## src/rtl/tcp_tx_msg_req_poller_pkg.sv

```systemverilog
// Shared TX tile types for the message-request poller: queue entry, FSM
// states and the TX buffer free-space helper.
package tcp_tx_msg_req_poller_pkg;

    localparam int POLLER_FLOWID_W = 8;
    localparam int POLLER_PTR_W    = 8;
    localparam int POLLER_META_W   = 32;

    typedef struct packed {
        logic [POLLER_FLOWID_W-1:0] flowid;
        logic [POLLER_PTR_W:0]      len;
        logic [POLLER_META_W-1:0]   meta;
    } tcp_tx_poller_req_struct;

    typedef enum logic [2:0] {
        ST_IDLE,
        ST_RD_REQ,
        ST_RD_RESP,
        ST_DECIDE,
        ST_SEND_RESP,
        ST_REQUEUE,
        ST_BACKOFF
    } poller_state_e;

    // Free bytes in a flow's TX buffer. Pointers carry a wrap bit, so the
    // modulo subtraction yields occupancy in 0..2^PTR_W for sane pointers.
    function automatic logic [POLLER_PTR_W+1:0] tx_free_space(
        input logic [POLLER_PTR_W:0] tail,
        input logic [POLLER_PTR_W:0] ack
    );
        logic [POLLER_PTR_W+1:0] used;
        logic [POLLER_PTR_W+1:0] buf_bytes;
        buf_bytes = {2'b01, {POLLER_PTR_W{1'b0}}};
        used      = {1'b0, tail - ack};
        return buf_bytes - used;
    endfunction

endpackage

```

## src/rtl/tcp_tx_poller_req_fifo.sv

```systemverilog
// Registered 1-write/1-read FIFO of pending poller requests.
module tcp_tx_poller_req_fifo
    import tcp_tx_msg_req_poller_pkg::*;
#(
    parameter int DEPTH = 8,
    parameter int CNT_W = $clog2(DEPTH) + 1
) (
    input  logic                    clk,
    input  logic                    rst,
    input  logic                    wr_en,
    input  tcp_tx_poller_req_struct wr_data,
    input  logic                    rd_en,
    output tcp_tx_poller_req_struct rd_data,
    output logic                    full,
    output logic                    empty,
    output logic [CNT_W-1:0]        count
);
    localparam int AW = $clog2(DEPTH);

    tcp_tx_poller_req_struct mem [DEPTH];
    logic [AW:0] wr_ptr;
    logic [AW:0] rd_ptr;

    // Pointer bookkeeping; the extra MSB tells full from empty.
    always_ff @(posedge clk) begin
        if (rst) begin
            wr_ptr <= '0;
            rd_ptr <= '0;
        end else begin
            if (wr_en) wr_ptr <= wr_ptr + (AW+1)'(1);
            if (rd_en) rd_ptr <= rd_ptr + (AW+1)'(1);
        end
    end

    // Storage needs no reset; occupancy is defined by the pointers alone.
    always_ff @(posedge clk) begin
        if (wr_en) mem[wr_ptr[AW-1:0]] <= wr_data;
    end

    assign rd_data = mem[rd_ptr[AW-1:0]];
    assign count   = CNT_W'(wr_ptr - rd_ptr);
    assign empty   = (wr_ptr == rd_ptr);
    assign full    = (count == CNT_W'(DEPTH));

endmodule

```

## src/rtl/tcp_tx_msg_req_poller.sv

```systemverilog
// TX message-request poller: queues app requests, polls the flow's TX
// buffer pointers until the request fits, and answers with the write
// address. Unsatisfied requests rotate to the back of the queue.
module tcp_tx_msg_req_poller
    import tcp_tx_msg_req_poller_pkg::*;
#(
    parameter int FLOWID_W       = POLLER_FLOWID_W,
    parameter int PTR_W          = POLLER_PTR_W,
    parameter int META_W         = POLLER_META_W,
    parameter int Q_DEPTH        = 8,
    parameter int BACKOFF_CYCLES = 4
) (
    input  logic                clk,
    input  logic                rst,
    input  logic                noc_if_poller_msg_req_val,
    input  logic [FLOWID_W-1:0] noc_if_poller_msg_req_flowid,
    input  logic [PTR_W:0]      noc_if_poller_msg_req_len,
    input  logic [META_W-1:0]   noc_if_poller_msg_req_meta,
    output logic                poller_noc_if_msg_req_rdy,
    output logic                poller_ptr_rd_req_val,
    output logic [FLOWID_W-1:0] poller_ptr_rd_req_flowid,
    input  logic                ptr_poller_rd_req_rdy,
    input  logic                ptr_poller_rd_resp_val,
    input  logic [PTR_W:0]      ptr_poller_rd_resp_tail_ptr,
    input  logic [PTR_W:0]      ptr_poller_rd_resp_ack_ptr,
    output logic                poller_ptr_rd_resp_rdy,
    output logic                poller_noc_if_msg_resp_val,
    output logic [FLOWID_W-1:0] poller_noc_if_msg_resp_flowid,
    output logic [PTR_W-1:0]    poller_noc_if_msg_resp_addr,
    output logic [PTR_W:0]      poller_noc_if_msg_resp_len,
    output logic [META_W-1:0]   poller_noc_if_msg_resp_meta,
    output logic                poller_noc_if_msg_resp_err,
    input  logic                noc_if_poller_msg_resp_rdy
);
    localparam int CNT_W = $clog2(Q_DEPTH) + 1;
    localparam int BO_W  = (BACKOFF_CYCLES > 1) ? $clog2(BACKOFF_CYCLES) : 1;

    poller_state_e           state;
    tcp_tx_poller_req_struct head;
    tcp_tx_poller_req_struct q_wr_data;
    tcp_tx_poller_req_struct q_rd_data;
    logic                    q_wr_en, q_rd_en, q_full, q_empty;
    logic [CNT_W-1:0]        q_count;
    logic [PTR_W:0]          tail_q, ack_q;
    logic [BO_W-1:0]         bo_cnt;
    logic                    head_held, slots_full, in_push, too_big;

    // While the head is out of the queue it may come back, so its slot stays
    // reserved; that is what keeps the requeue push from ever overflowing.
    assign head_held  = (state == ST_RD_REQ) || (state == ST_RD_RESP) || (state == ST_DECIDE);
    assign slots_full = q_full || (head_held && q_count == CNT_W'(Q_DEPTH - 1));
    assign poller_noc_if_msg_req_rdy = !rst && !slots_full && (state != ST_REQUEUE);

    assign in_push   = noc_if_poller_msg_req_val && poller_noc_if_msg_req_rdy;
    assign q_wr_en   = in_push || (state == ST_REQUEUE);
    assign q_wr_data = (state == ST_REQUEUE) ? head :
                       '{flowid: noc_if_poller_msg_req_flowid,
                         len:    noc_if_poller_msg_req_len,
                         meta:   noc_if_poller_msg_req_meta};
    assign q_rd_en   = (state == ST_IDLE) && !q_empty;

    // Lengths above the buffer size can never fit.
    assign too_big = q_rd_data.len[PTR_W] && (|q_rd_data.len[PTR_W-1:0]);

    tcp_tx_poller_req_fifo #(.DEPTH(Q_DEPTH), .CNT_W(CNT_W)) u_fifo (
        .clk     (clk),
        .rst     (rst),
        .wr_en   (q_wr_en),
        .wr_data (q_wr_data),
        .rd_en   (q_rd_en),
        .rd_data (q_rd_data),
        .full    (q_full),
        .empty   (q_empty),
        .count   (q_count)
    );

    assign poller_ptr_rd_req_flowid = head.flowid;

    // Poll FSM with registered handshake outputs and response fields.
    always_ff @(posedge clk) begin
        if (rst) begin
            state                         <= ST_IDLE;
            head                          <= '0;
            tail_q                        <= '0;
            ack_q                         <= '0;
            bo_cnt                        <= '0;
            poller_ptr_rd_req_val         <= 1'b0;
            poller_ptr_rd_resp_rdy        <= 1'b0;
            poller_noc_if_msg_resp_val    <= 1'b0;
            poller_noc_if_msg_resp_flowid <= '0;
            poller_noc_if_msg_resp_addr   <= '0;
            poller_noc_if_msg_resp_len    <= '0;
            poller_noc_if_msg_resp_meta   <= '0;
            poller_noc_if_msg_resp_err    <= 1'b0;
        end else begin
            case (state)
                ST_IDLE: if (!q_empty) begin
                    head <= q_rd_data;
                    if (too_big) begin
                        poller_noc_if_msg_resp_val    <= 1'b1;
                        poller_noc_if_msg_resp_flowid <= q_rd_data.flowid;
                        poller_noc_if_msg_resp_addr   <= '0;
                        poller_noc_if_msg_resp_len    <= q_rd_data.len;
                        poller_noc_if_msg_resp_meta   <= q_rd_data.meta;
                        poller_noc_if_msg_resp_err    <= 1'b1;
                        state                         <= ST_SEND_RESP;
                    end else begin
                        poller_ptr_rd_req_val <= 1'b1;
                        state                 <= ST_RD_REQ;
                    end
                end
                ST_RD_REQ: if (ptr_poller_rd_req_rdy) begin
                    poller_ptr_rd_req_val  <= 1'b0;
                    poller_ptr_rd_resp_rdy <= 1'b1;
                    state                  <= ST_RD_RESP;
                end
                ST_RD_RESP: if (ptr_poller_rd_resp_val) begin
                    poller_ptr_rd_resp_rdy <= 1'b0;
                    tail_q                 <= ptr_poller_rd_resp_tail_ptr;
                    ack_q                  <= ptr_poller_rd_resp_ack_ptr;
                    state                  <= ST_DECIDE;
                end
                ST_DECIDE: begin
                    if ({1'b0, head.len} <= tx_free_space(tail_q, ack_q)) begin
                        poller_noc_if_msg_resp_val    <= 1'b1;
                        poller_noc_if_msg_resp_flowid <= head.flowid;
                        poller_noc_if_msg_resp_addr   <= tail_q[PTR_W-1:0];
                        poller_noc_if_msg_resp_len    <= head.len;
                        poller_noc_if_msg_resp_meta   <= head.meta;
                        poller_noc_if_msg_resp_err    <= 1'b0;
                        state                         <= ST_SEND_RESP;
                    end else begin
                        state <= ST_REQUEUE;
                    end
                end
                ST_SEND_RESP: if (noc_if_poller_msg_resp_rdy) begin
                    poller_noc_if_msg_resp_val <= 1'b0;
                    state                      <= ST_IDLE;
                end
                ST_REQUEUE: begin
                    if (BACKOFF_CYCLES > 0) begin
                        bo_cnt <= BO_W'(BACKOFF_CYCLES - 1);
                        state  <= ST_BACKOFF;
                    end else begin
                        state <= ST_IDLE;
                    end
                end
                ST_BACKOFF: begin
                    if (bo_cnt == '0) state <= ST_IDLE;
                    else              bo_cnt <= bo_cnt - BO_W'(1);
                end
                default: state <= ST_IDLE;
            endcase
        end
    end

endmodule
```

## config.mk

```make
export PLATFORM = sky130hd
export DESIGN_NAME = tcp_tx_msg_req_poller
export DESIGN_NICKNAME = d
export VERILOG_FILES = /design/src/rtl/tcp_tx_msg_req_poller_pkg.sv /design/src/rtl/tcp_tx_poller_req_fifo.sv /design/src/rtl/tcp_tx_msg_req_poller.sv
export SDC_FILE = /design/constraint.sdc
export NUM_CORES = 1
export LEC_CHECK = 0
export ABC_AREA = 0
export CORE_MARGIN = 3
export CORE_UTILIZATION = 55
export DETAILED_ROUTE_END_ITERATION = 10
export GPL_TIMING_DRIVEN = 0
export PLACE_DENSITY = 0.81
export SYNTH_ARGS = -nofsm -noshare
export SYNTH_HDL_FRONTEND = slang
export SYNTH_SLANG_ARGS = --single-unit
```

## constraint.sdc

```tcl
create_clock -name clk -period 7.5 [get_ports clk]
set_input_delay 1.875 -clock clk [delete_from_list [all_inputs] [get_ports clk]]
set_output_delay 1.875 -clock clk [all_outputs]
set_load 0.02 [all_outputs]
```

==> flow_summary.toml, run 1 <==
[route]
viasPerCell = 6.35
drc = 0
dr.pass1.iters = 6
ant_nets = 0
wl_mm = 58.5
wl_per_cell_um = 26.1
drt_iter0_markers = 2245
vias = 14200

[floorplan]
start_util = 0.564
die_h_um = 206
die_x_um = 206
io_pins = 143
rows = 72
coreArea_um2 = 39100
die_area_um2 = 42500

[timing]
fmax_mhz = 164
grt_setup_unrepaired = "false"
skew_ns = 0.0237
setup_violations = 0
setup_tns_ns = 0
maxSlewHeadroom = 0.255
hold_viol_final = 0
maxSlewViolCount = 0
period_share = 0.811
post-route-min-period_ns = 6.08
tightest_slew_ns = 1.12

[finish]
final_core_util = 0.668
finalNetCount = 1783
layout-drive-gt1-share = 0.173
areaGrowthSynthToFinish_pct = 18.6
n_antenna_cell = 0
fill_cells = 2548

[cts]
cts_inserted_buffers = 50
clockBufferDepth = 3
cts-resized-gates = 0
clkSinkCount = 536
cts_hold_buf = 0
cts_tree = "built"
postCtsSetupBuffers = 0
clk_latency_ns = 0.58
path_clk_slew_ns = 0.06
h-tree-depth = 2
root_buffer = "clkbuf_16"

[logic_synthesis]
synth_seq_area_share = 0.665
synth.avg_cell_area_um2 = 15.0
synth.top_cell.area_share = 0.534
yosys.cell_types.count = 57
synth_ff_type = "edfxtp_1"
yosys-top-cells-area = "edfxtp_1 (53%), dfxtp_1 (13%), mux4_2 (9.2%), mux2i_1 (3.4%), mux2_2 (3.3%)"
synth_area_um2 = 22000
yosysWarningCount = 0
syn-num-nets = 1568
synth-seq-cells = 536
async_reset_ff_frac = 0
synth_edf_count = 392
yosysTopAreaCell = "edfxtp_1"
synthCells = 1469

[global_routing]
grt_max_degree = 50
grt_pass1_vias = 14400
grt_pass1_wl_mm = 86.9
grt_overflow = 0
grtUsageTotal = 0.275
antenna_found_initial = 0

[critical_path]
crit_buf_inv = 3
crit_required_ns = 5.62
crit_path_start_kind = "input port"
slowest_stage = "a2111oi_0"
crit_path_max_fanout = 10
crit_arrival_ns = 4.20
cp_top_family = "buffers and inverters"
endpoint_kind = "output pin"
cpPeakStageDelay_ns = 0.83
crit_path_frequent_cell = "clkbuf_1"
critical_path_class = "in2out"
worstPathCellList = "clkbuf_1, clkbuf_1, a2111oi_0, clkdlybuf4s50_1"

[worst_hold_path]
hp-class = "reg2reg"

[power]
vdd_ir_drop_max_mv = 0.208
power_density_nw_per_um2 = 347
p_leak_nw = 8.33

[flow_run]
drv_cap = 0

[status]
status = "complete, no violations"

[placement]
place_congestion = 0.911
place_hpwl_mm = 37.7
port_buffers = 141
[power breakdown]
group	switching [W]	internal [W]
combinational	0.00165	0.00117
clock	0.00109	0.00143
sequential	0.000216	0.00351
total	0.00295	0.00611
[metrics by stage]
step	std cells	hold WS, ns	total power (W)	area (µm²)	setup slack [ns]
2_1_floorplan	1469	0.436	0.00552	22000	0.788
3_3_place_gp	2128	0.443	0.00638	24100	-3.31
4_1_cts	2242	0.459	0.00903	26100	1.42
6_report	2242	0.459	0.00906	26100	1.42
3_5_place_dp	2150	0.451	0.00651	24500	1.44
5_1_grt	2242	0.481	0.00940	26100	1.42
[cell usage in the layout (no fill, tap or decap), types with 48 or more instances in the layout]
master and count:
edfxtp_1 392, dfxtp_1 144, clkdlybuf4s50_1 141, nand2_1 134, mux4_2 90, clkbuf_1 74
mux2i_1 74, nor2_1 69, o21ai_0 68, mux2_2 64, clkbuf_16 52, a31oi_1 48
[worst reg2reg max path, delay by kind of cell, from the launching register on]
kind / cells / cell delay (ns)
buf+inv: 3 / 1.27
simple gates: 4 / 1.11
flops: 1 / 0.40
fa+ha+maj: 3 / 0.89
compound gates: 5 / 1.03
xor+xnor: 2 / 0.49
[logic make-up after synthesis]
family	count (synthesis)	synth area share
xor gates and xnor gates	20	0.00863
and+or+nand+nor	314	0.0670
AOI/OAI and AO/OA	221	0.0613
DFF	536	0.665
muxes	228	0.158
buffers and inverters	124	0.0244
adders and majority gates	26	0.0154
[registers in the layout (all words and copies together) (netlist names), named ones only]
name	cells
u_fifo.rd_ptr	4
state	3
poller_noc_if_msg_resp_err	1
head	41
u_fifo.wr_ptr	4
tail_q	9
poller_ptr_rd_req_flowid	8
poller_noc_if_msg_resp_meta	32
poller_ptr_rd_req_val	1
poller_noc_if_msg_resp_val	1
poller_noc_if_msg_resp_addr	8
poller_ptr_rd_resp_rdy	1
poller_noc_if_msg_resp_flowid	8
bo_cnt	2
ack_q	9
u_fifo.mem	392
poller_noc_if_msg_resp_len	9
[per-layer routing]
metal | up-vias | wire (µm) | GRT usage
li1 | 6028 | - | -
met1 | 7103 | 22200 | 0.376
met2 | 926 | 27600 | 0.439
met3 | 181 | 5980 | 0.0496
met4 | 0 | 2670 | 0.118
met5 | - | 0 | 0
[final timing paths]
path                                              from  slack [ns]  cells after the start                                          to
worst max-delay path                               rst        1.42                      4                   poller_noc_if_msg_req_rdy
worst min-delay path             ack_q[7]$_SDFFE_PP0P_        0.46                      2                       ack_q[7]$_SDFFE_PP0P_
worst max register to register  tail_q[0]$_SDFFE_PP0P_        2.22                     17  poller_noc_if_msg_resp_len[1]$_SDFFE_PP0P_
worst min register to register   ack_q[7]$_SDFFE_PP0P_        0.46                      2                       ack_q[7]$_SDFFE_PP0P_
[cell usage after synthesis, types with 4 or more instances]
| library cell | count |
|---|---|
| a211oi_1 | 35 |
| a21oi_1 | 39 |
| a31oi_1 | 48 |
| and3_1 | 4 |
| buf_1 | 10 |
| buf_2 | 13 |
| buf_4 | 11 |
| clkbuf_1 | 64 |
| dfxtp_1 | 144 |
| edfxtp_1 | 392 |
| ha_1 | 24 |
| inv_1 | 24 |
| mux2_2 | 64 |
| mux2i_1 | 74 |
| mux4_2 | 90 |
| nand2_1 | 134 |
| nand2b_1 | 39 |
| nand3_1 | 15 |
| nor2_1 | 74 |
| nor2b_1 | 5 |
| nor3_1 | 12 |
| o21ai_0 | 68 |
| o21ai_1 | 6 |
| o22ai_1 | 8 |
| or4b_1 | 8 |
| xnor2_1 | 11 |
| xor2_1 | 7 |
[final cells by class]
class                      instances  area (µm²)  area share
tap                              518         648      0.0248
multi-input combinational        809        6890       0.264
timing repair buffer             163        1790      0.0684
clock inverter                    27         235     0.00900
sequential                       536       14700       0.561
inverter                          24        92.6     0.00354
buffer                           100         448      0.0171
clock buffer                      65        1370      0.0525
Power figures use the tool's default switching activity.
==> inputs of run 2 (changes only) <==
Clock period 7.5 ns to 6.2 ns, I/O delays scaled along.
==> run 2 against run 1 <==
Via count rose by 1.2%; clock power rose by 35%; global-route usage barely moved; highest routed layer unchanged; worst setup slack got worse by 0.62 ns; sequential share of layout area fell by 0.55 points; non-clock buffer count fell by 5; hold slack improved by 0.0092 ns; sequential cell count did not move; power rose by 25%.
==> flow_summary.toml, run 2 (synthesis results as in run 1) <==
[timing]
period_share = 0.871
hold_viol_final = 0
grt_setup_unrepaired = "false"
skew_ns = 0.0237
maxSlewViolCount = 0
fmax_mhz = 185
holdWs_ns = 0.468
post-route-min-period_ns = 5.40
fin_ws_ns = 0.799
tightest_slew_ns = 1.08
setup_violations = 0
maxSlewHeadroom = 0.279

[global_routing]
grt_max_degree = 50
grtUsageMet1 = 0.363
use_met3 = 0.0526
grt_use_met2 = 0.447
grt_pass1_vias = 14500
antenna_found_initial = 0
busiest_layer = "met2"
grtUsageTotal = 0.275
grt_pass1_wl_mm = 86.8
grt_overflow = 0

[finish]
largest_register_ffs = 392
areaGrowthSynthToFinish_pct = 19.8
final_common_cell = "edfxtp_1"
layout-drive-gt1-share = 0.175
multi_input_area_um2 = 6910
finalNetCount = 1779
mostFrequentLayoutCells = "edfxtp_1 (392), dfxtp_1 (144), clkdlybuf4s50_1 (141)"
register_area_um2 = 14700
fill_cells = 2560
final_core_util = 0.675
n_antenna_cell = 0

[critical_path]
crit_path_max_fanout = 7
crit_arrival_ns = 3.85
critical_path_class = "reg2out"
crit_required_ns = 4.65
rr_worst_depth = 18
crit_path_start_kind = "flip-flop"
endpoint_kind = "output pin"

[cts]
h-tree-depth = 2
root_buffer = "clkbuf_16"
cts-resized-gates = 0
path_clk_slew_ns = 0.06
clk_latency_ns = 0.59
clkSinkCount = 536
postCtsSetupBuffers = 0
cts_tree = "built"
cts_hold_buf = 0
cts_inserted_buffers = 51
clockBufferDepth = 3

[floorplan]
die_area_um2 = 42500
rows = 72
io_pins = 143
coreArea_um2 = 39100
die_x_um = 206
start_util = 0.564
die_h_um = 206

[placement]
port_buffers = 141
dp_slack_ns = 1.10
place_congestion = 0.915
place_hpwl_mm = 37.2

[power]
clkPwrFrac = 0.299
p_comb_frac = 0.302
seq_power_share = 0.399
p_leak_nw = 8.40
power_density_nw_per_um2 = 428
p_switching_w = 0.00361
vdd_ir_drop_max_mv = 0.285
switching_share = 0.320
internal-power_w = 0.00769

[worst_hold_path]
hp-class = "reg2reg"
hold_path_depth = 2

[route]
ant_nets = 0
wl_mm = 58.5
drt_iter0_markers = 1737
drc = 0
vias = 14400
wl_per_cell_um = 26.1
viasPerCell = 6.43
dr.pass1.iters = 5

[flow_run]
drv_cap = 0

[status]
status = "complete, no violations"
[run 2: area by class of cell]
cell class              instances  area share
clock buffers                  64      0.0530
flip-flops and latches        536       0.555
inverters                      24     0.00351
repair buffers                158      0.0683
clock inverters                32      0.0168
well taps                     518      0.0246
plain buffers                 100      0.0170
multi-input cells             809       0.262
[run 2: stage by stage]
| stage | setup TNS (ns) | cell area (µm²) | cells | power (W) |
|---|---|---|---|---|
| after floorplan | 0 | 22000 | 1469 | 0.00667 |
| after global placement | -451.68 | 24100 | 2128 | 0.00771 |
| after detailed placement | 0 | 24600 | 2145 | 0.00787 |
| after CTS | 0 | 26400 | 2241 | 0.0113 |
| after global routing | 0 | 26400 | 2241 | 0.0117 |
| final | 0 | 26400 | 2241 | 0.0113 |
[run 2: worst paths after layout]
check / startpoint / endpoint / slack [ns]
setup / recovery: u_fifo.wr_ptr[0]$_SDFFE_PP0P_ / poller_noc_if_msg_req_rdy / 0.80
hold / removal: ack_q[6]$_SDFFE_PP0P_ / ack_q[6]$_SDFFE_PP0P_ / 0.47
setup reg to reg: tail_q[0]$_SDFFE_PP0P_ / poller_noc_if_msg_resp_len[1]$_SDFFE_PP0P_ / 1.01
hold reg to reg: ack_q[6]$_SDFFE_PP0P_ / ack_q[6]$_SDFFE_PP0P_ / 0.47
[run 2: worst max-delay path: stages (launching register included)]
cell and delay [ns]:
dfxtp_1 0.35, clkbuf_1 0.42, inv_1 0.17, ha_1 0.25
fa_1 0.45, xor2_1 0.23, nor3_1 0.09, o21a_1 0.13
a2111oi_0 0.40, clkdlybuf4s50_1 0.77
[run 2: power groups by stage]
stage / registers [W] / clock network (W) / logic (W)
after floorplan: 0.00461 / 0 / 0.00206
after global placement: 0.00455 / 0 / 0.00315
after detailed placement: 0.00456 / 0 / 0.00331
after CTS: 0.00450 / 0.00340 / 0.00339
after global routing: 0.00454 / 0.00354 / 0.00363
final: 0.00451 / 0.00338 / 0.00341
[run 2: metal layers]
metal | vias to the layer above | wire length (µm)
li1 | 6029 | -
met1 | 7224 | 21900
met2 | 960 | 28100
met3 | 193 | 5850
met4 | 0 | 2700
met5 | - | 0
